$ cat config.mk
export PLATFORM = sky130hd
export DESIGN_NAME = distance_qualifier
export DESIGN_NICKNAME = d
export VERILOG_FILES = /design/src/rtl/distance_qualifier.sv
export SDC_FILE = /design/constraint.sdc
export NUM_CORES = 1
export LEC_CHECK = 0
export CAP_MARGIN = 20
export CORE_ASPECT_RATIO = 1.75
export CORE_MARGIN = 1
export CORE_UTILIZATION = 39
export DETAILED_ROUTE_END_ITERATION = 6
export SETUP_SLACK_MARGIN = 0.05
export SLEW_MARGIN = 20
export SYNTH_ARGS = -nofsm -noshare
export SYNTH_HDL_FRONTEND = slang
export SYNTH_SLANG_ARGS = --single-unit
$ cat constraint.sdc
create_clock -name CLK -period 3.01 [get_ports CLK]
set_input_delay 0.301 -clock CLK [delete_from_list [all_inputs] [get_ports CLK]]
set_output_delay 0.301 -clock CLK [all_outputs]
set_load 0.01 [all_outputs]
$ cat src/rtl/distance_qualifier.sv
// Distance zone qualifier: arming, hysteresis classification, N-sample confirmation, alarm silencing.
// Optional DIST_AVG_EN macro selects a 4-sample moving-average filter instead of pass-through.
module distance_qualifier #(
  parameter int unsigned WARN_CM     = 50,
  parameter int unsigned ALARM_CM    = 20,
  parameter int unsigned HYST_CM     = 4,
  parameter int unsigned CONFIRM_N   = 3,
  parameter int unsigned ARM_SAMPLES = 8
) (
  input  logic       CLK,
  input  logic       RST,
  input  logic       Dist_Valid,
  input  logic [7:0] Distance,
  input  logic       Ack,
  output logic [7:0] Filtered_Dist,
  output logic [1:0] Zone,
  output logic       Zone_Change,
  output logic       Alarm_Active
);

  typedef enum logic [2:0] {ST_ARMING, ST_SAFE, ST_WARN, ST_ALARM, ST_SILENCED} state_t;

  localparam logic [1:0] Z_SAFE   = 2'b00;
  localparam logic [1:0] Z_WARN   = 2'b01;
  localparam logic [1:0] Z_ALARM  = 2'b10;
  localparam logic [1:0] Z_ARMING = 2'b11;

  localparam logic [8:0] ALARM_TH = 9'(ALARM_CM);
  localparam logic [8:0] WARN_TH  = 9'(WARN_CM);
  localparam logic [8:0] ALARM_HY = 9'(ALARM_CM + HYST_CM);
  localparam logic [8:0] WARN_HY  = 9'(WARN_CM + HYST_CM);
  localparam logic [3:0] CONF     = 4'(CONFIRM_N);
  localparam logic [7:0] ARM_LAST = 8'(ARM_SAMPLES - 1);

  state_t      r_state, w_next;
  logic [7:0]  r_filt, w_filt_next;
  logic [3:0]  r_cnt, w_cnt_inc;
  logic [1:0]  r_cand, w_target, w_raw, w_cur_zone;
  logic [7:0]  r_arm_cnt;
  logic        r_zchg;
  logic        w_acc, w_confirm;
  logic [8:0]  w_d;

  function automatic logic [1:0] zone_of(input state_t s);
    case (s)
      ST_SAFE:              return Z_SAFE;
      ST_WARN:              return Z_WARN;
      ST_ALARM, ST_SILENCED: return Z_ALARM;
      default:              return Z_ARMING;
    endcase
  endfunction

  function automatic state_t state_of(input logic [1:0] z);
    case (z)
      Z_WARN:  return ST_WARN;
      Z_ALARM: return ST_ALARM;
      default: return ST_SAFE;
    endcase
  endfunction

  assign w_acc = Dist_Valid && (Distance != 8'd0);

`ifdef DIST_AVG_EN
  logic [7:0] r_hist [3];
  logic [9:0] w_sum;
  assign w_sum       = 10'(Distance) + 10'(r_hist[0]) + 10'(r_hist[1]) + 10'(r_hist[2]);
  assign w_filt_next = w_sum[9:2];

  always_ff @(posedge CLK or negedge RST) begin
    if (!RST) begin
      r_hist[0] <= '0;
      r_hist[1] <= '0;
      r_hist[2] <= '0;
    end else if (w_acc) begin
      r_hist[0] <= Distance;
      r_hist[1] <= r_hist[0];
      r_hist[2] <= r_hist[1];
    end
  end
`else
  assign w_filt_next = Distance;
`endif

  // Classification uses the filtered value including the sample arriving this cycle.
  always_comb begin
    w_d        = {1'b0, w_filt_next};
    w_cur_zone = zone_of(r_state);
    if (w_d <= ALARM_TH)     w_raw = Z_ALARM;
    else if (w_d <= WARN_TH) w_raw = Z_WARN;
    else                     w_raw = Z_SAFE;
    case (r_state)
      ST_WARN: begin
        if (w_raw == Z_ALARM)   w_target = Z_ALARM;
        else if (w_d > WARN_HY) w_target = Z_SAFE;
        else                    w_target = Z_WARN;
      end
      ST_ALARM, ST_SILENCED: w_target = (w_d > ALARM_HY) ? w_raw : Z_ALARM;
      default:               w_target = w_raw;
    endcase
    w_cnt_inc = (w_target == r_cand) ? r_cnt + 4'd1 : 4'd1;
    w_confirm = (w_target != w_cur_zone) && (w_cnt_inc >= CONF);
  end

  always_ff @(posedge CLK or negedge RST) begin
    if (!RST) begin
      r_state   <= ST_ARMING;
      r_filt    <= '0;
      r_cnt     <= '0;
      r_cand    <= '0;
      r_arm_cnt <= '0;
      r_zchg    <= 1'b0;
    end else begin
      r_state <= w_next;
      r_zchg  <= (zone_of(w_next) != zone_of(r_state));
      if (w_acc) begin
        r_filt <= w_filt_next;
        if (r_state == ST_ARMING) begin
          r_arm_cnt <= r_arm_cnt + 8'd1;
        end else if ((w_target == w_cur_zone) || w_confirm) begin
          r_cnt <= '0;
        end else begin
          r_cnt  <= w_cnt_inc;
          r_cand <= w_target;
        end
      end
    end
  end

  always_comb begin
    w_next = r_state;
    case (r_state)
      ST_ARMING: if (w_acc && (r_arm_cnt == ARM_LAST)) w_next = ST_SAFE;
      ST_ALARM: begin
        if (Ack)                     w_next = ST_SILENCED;
        else if (w_acc && w_confirm) w_next = state_of(w_target);
      end
      default: if (w_acc && w_confirm) w_next = state_of(w_target);
    endcase
  end

  always_comb begin
    Zone          = zone_of(r_state);
    Alarm_Active  = (r_state == ST_ALARM);
    Zone_Change   = r_zchg;
    Filtered_Dist = r_filt;
  end

endmodule

==> reports/metrics.yaml <==
timing:
  fmax_mhz: 376
  clock_skew_ps: 4.32
  slew_headroom: 0.646
  final_hold_viol_count: 0
  whs_ps: 392
  rsz0062_at_grt: "no"
  post-route-min-period_ps: 2660
  period_share: 0.883
  tns_ps: 0
  finalMaxSlewViolations: 0
  worst_slack_ps: 352
  worstMarginPinSlew_ps: 525
  setup_viol: 0
critical_path:
  rrSetupSlack_ps: 350
  critical_path.cell_chain: "clkdlybuf4s50_1, nand3_1, o2111ai_1, and2b_1, a31oi_1, nor4_4, a41oi_1, and3_1, o211a_1, nor3_1"
  crit_family: "simple AND/OR/NAND/NOR gates"
  arrival_ps: 2850
  crit_type: "in -> reg"
  max_stage_delay_ps: 620
  crit_path_max_fanout: 6
  startpoint_type: "input pin"
  endpoint_kind: "flip-flop"
  critPathBufInv: 1
  cpMaxStageDelayCell: "clkdlybuf4s50_1"
  required_ps: 3210
routing:
  vias_per_cell: 5.72
  drtPass1Iterations: 4
  wirelength_mm: 3.61
  drcViolationCount: 0
  vias: 1316
  drt-wirelength-per-cell_um: 15.7
  postRouteAntennaNets: 0
  drtIter0Drc: 26
placement:
  dp_slack_ps: 76.9
  portBuffers: 23
  dp_hpwl_mm: 2.72
  finalWeightedCongestion: 0.928
clock_tree:
  clk_latency_ps: 280
  cts.hold.buffers_added: 0
  cts_made_buffers: 3
  cts_setup_buffers: 0
  cts.htree.levels: 1
  root_buffer: "clkbuf_8"
  postCtsResizedCells: 0
  cts.clk_slew.worst_paths_ps: 90
  cts_buffer_depth: 2
  clock-sinks: 26
  cts_tree: "done"
finish:
  drive_above_1_share: 0.209
  antenna_cells: 0
  final_util: 0.496
  fillers: 374
  nNetsFinal: 198
  syn_to_final_growth_pct: 20.9
synth:
  synth_edf_count: 0
  synth-warning-count: 0
  synth_top_area_cell: "dfrtp_1"
  synthArstFlopShare: 1.00
  netlist_instances: 154
  synth_area_leaders: "dfrtp_1, mux2_2, buf_6"
  synth_ff_type: "dfrtp_1"
  seq_area_frac_synth: 0.402
  synth_top_area_share: 0.402
  postSynthAreaPerCell_um2: 10.5
  synth-seq-cells: 26
  yosysUniqueCellTypes: 56
  synthesis.nets: 169
  syn-cell-area_um2: 1620
global_routing:
  grt_usage: 0.180
  grt_pass1_vias: 1358
  grt_max_degree: 27
  grt_overflow_total: 0
  grt_pass1_wl_mm: 5.96
  grt_antenna_before_repair: 0
status:
  status: "complete, no violations"
floorplan:
  dieArea_um2: 4420
  coreArea_um2: 3940
  die_h_um: 87.2
  die_x_um: 50.7
  rows: 30
  num_io_pins: 24
  start_util: 0.410
power:
  power_density_nw_per_um2: 702
  power_mw: 1.37
  leakage_nw: 0.804
  ir_drop_mv: 0.414
run:
  cap_violations: 0
worst_hold_path:
  hold_class: "in -> async"
state kept, by name (all words and copies together), names as in the netlist:
name           cells
Filtered_Dist      8
r_arm_cnt          8
r_cnt              4
r_state            3
r_cand             2
Zone_Change        1
worst paths after layout:
check	from	endpoint	depth (start not counted)
worst min register to register	r_arm_cnt[7]	r_arm_cnt[7]	1
worst min-delay path	RST	Filtered_Dist[4]	2
min in group CLK	r_arm_cnt[7]	r_arm_cnt[7]	1
max in group asynchronous	RST	r_arm_cnt[7]	2
worst max register to register	r_state[2]	Zone_Change	9
worst max-delay path	Distance[4]	Zone_Change	10
logic make-up (layout without fill, tap and decap cells):
family	after synthesis	in the layout	synth area share
AND/OR/NAND/NOR	54	54	0.220
AO/OA/AOI/OAI	42	42	0.197
flip-flops	26	26	0.402
buffers and inverters	11	39	0.0464
XOR/XNOR	9	9	0.0487
multiplexers	9	9	0.0626
adder cells (fa/ha/maj)	3	3	0.0232
through the flow:
step / cell area [um^2] / std cells
3_5_place_dp: 1900 / 226
6_report: 1960 / 230
4_1_cts: 1960 / 230
5_1_grt: 1960 / 230
2_1_floorplan: 1620 / 154
3_3_place_gp: 1900 / 226
routing by layer:
metal / GRT usage / share of wire / vias up
met5: 0 / 0 / -
met1: 0.187 / 0.39 / 639
met3: 0.0244 / 0.022 / 13
met4: 0.111 / 0.043 / 0
met2: 0.330 / 0.54 / 26
li1: - / - / 638
cell type report:
class                           instances  area (um^2)  share of cell area
Clock buffer                            4         55.1              0.0282
Tap cell                               48         60.1              0.0307
Sequential cell                        26          651               0.333
Multi-Input combinational cell        117          892               0.456
Timing Repair Buffer                   29          275               0.141
Inverter                                6         22.5              0.0115
cell usage in the layout, fill, tap and decap left out, types with 5 or more instances in the layout:
| master | n |
|---|---|
| o21ai_0 | 5 |
| inv_1 | 6 |
| xnor2_1 | 5 |
| nand2_1 | 7 |
| nand3_1 | 8 |
| clkdlybuf4s50_1 | 23 |
| a21oi_1 | 6 |
| buf_4 | 6 |
| dfrtp_1 | 26 |
| mux2_2 | 9 |
synth_stat cells (4+ instances only):
library cell / n
o22ai_1: 4
inv_1: 6
xor2_1: 4
nand4_1: 4
buf_6: 4
nor2_1: 4
dfrtp_1: 26
o21ai_0: 5
nand2_1: 7
mux2_2: 9
nand3_1: 8
a21oi_1: 6
xnor2_1: 5
report_power, final:
group | internal [mW] | total (mW) | leakage, nW | switching [mW]
sequential | 0.439 | 0.543 | 0.331 | 0.104
clock | 0.117 | 0.234 | 0.0288 | 0.117
combinational | 0.295 | 0.596 | 0.445 | 0.301
No activity file was read; power rests on OpenSTA's default activity.
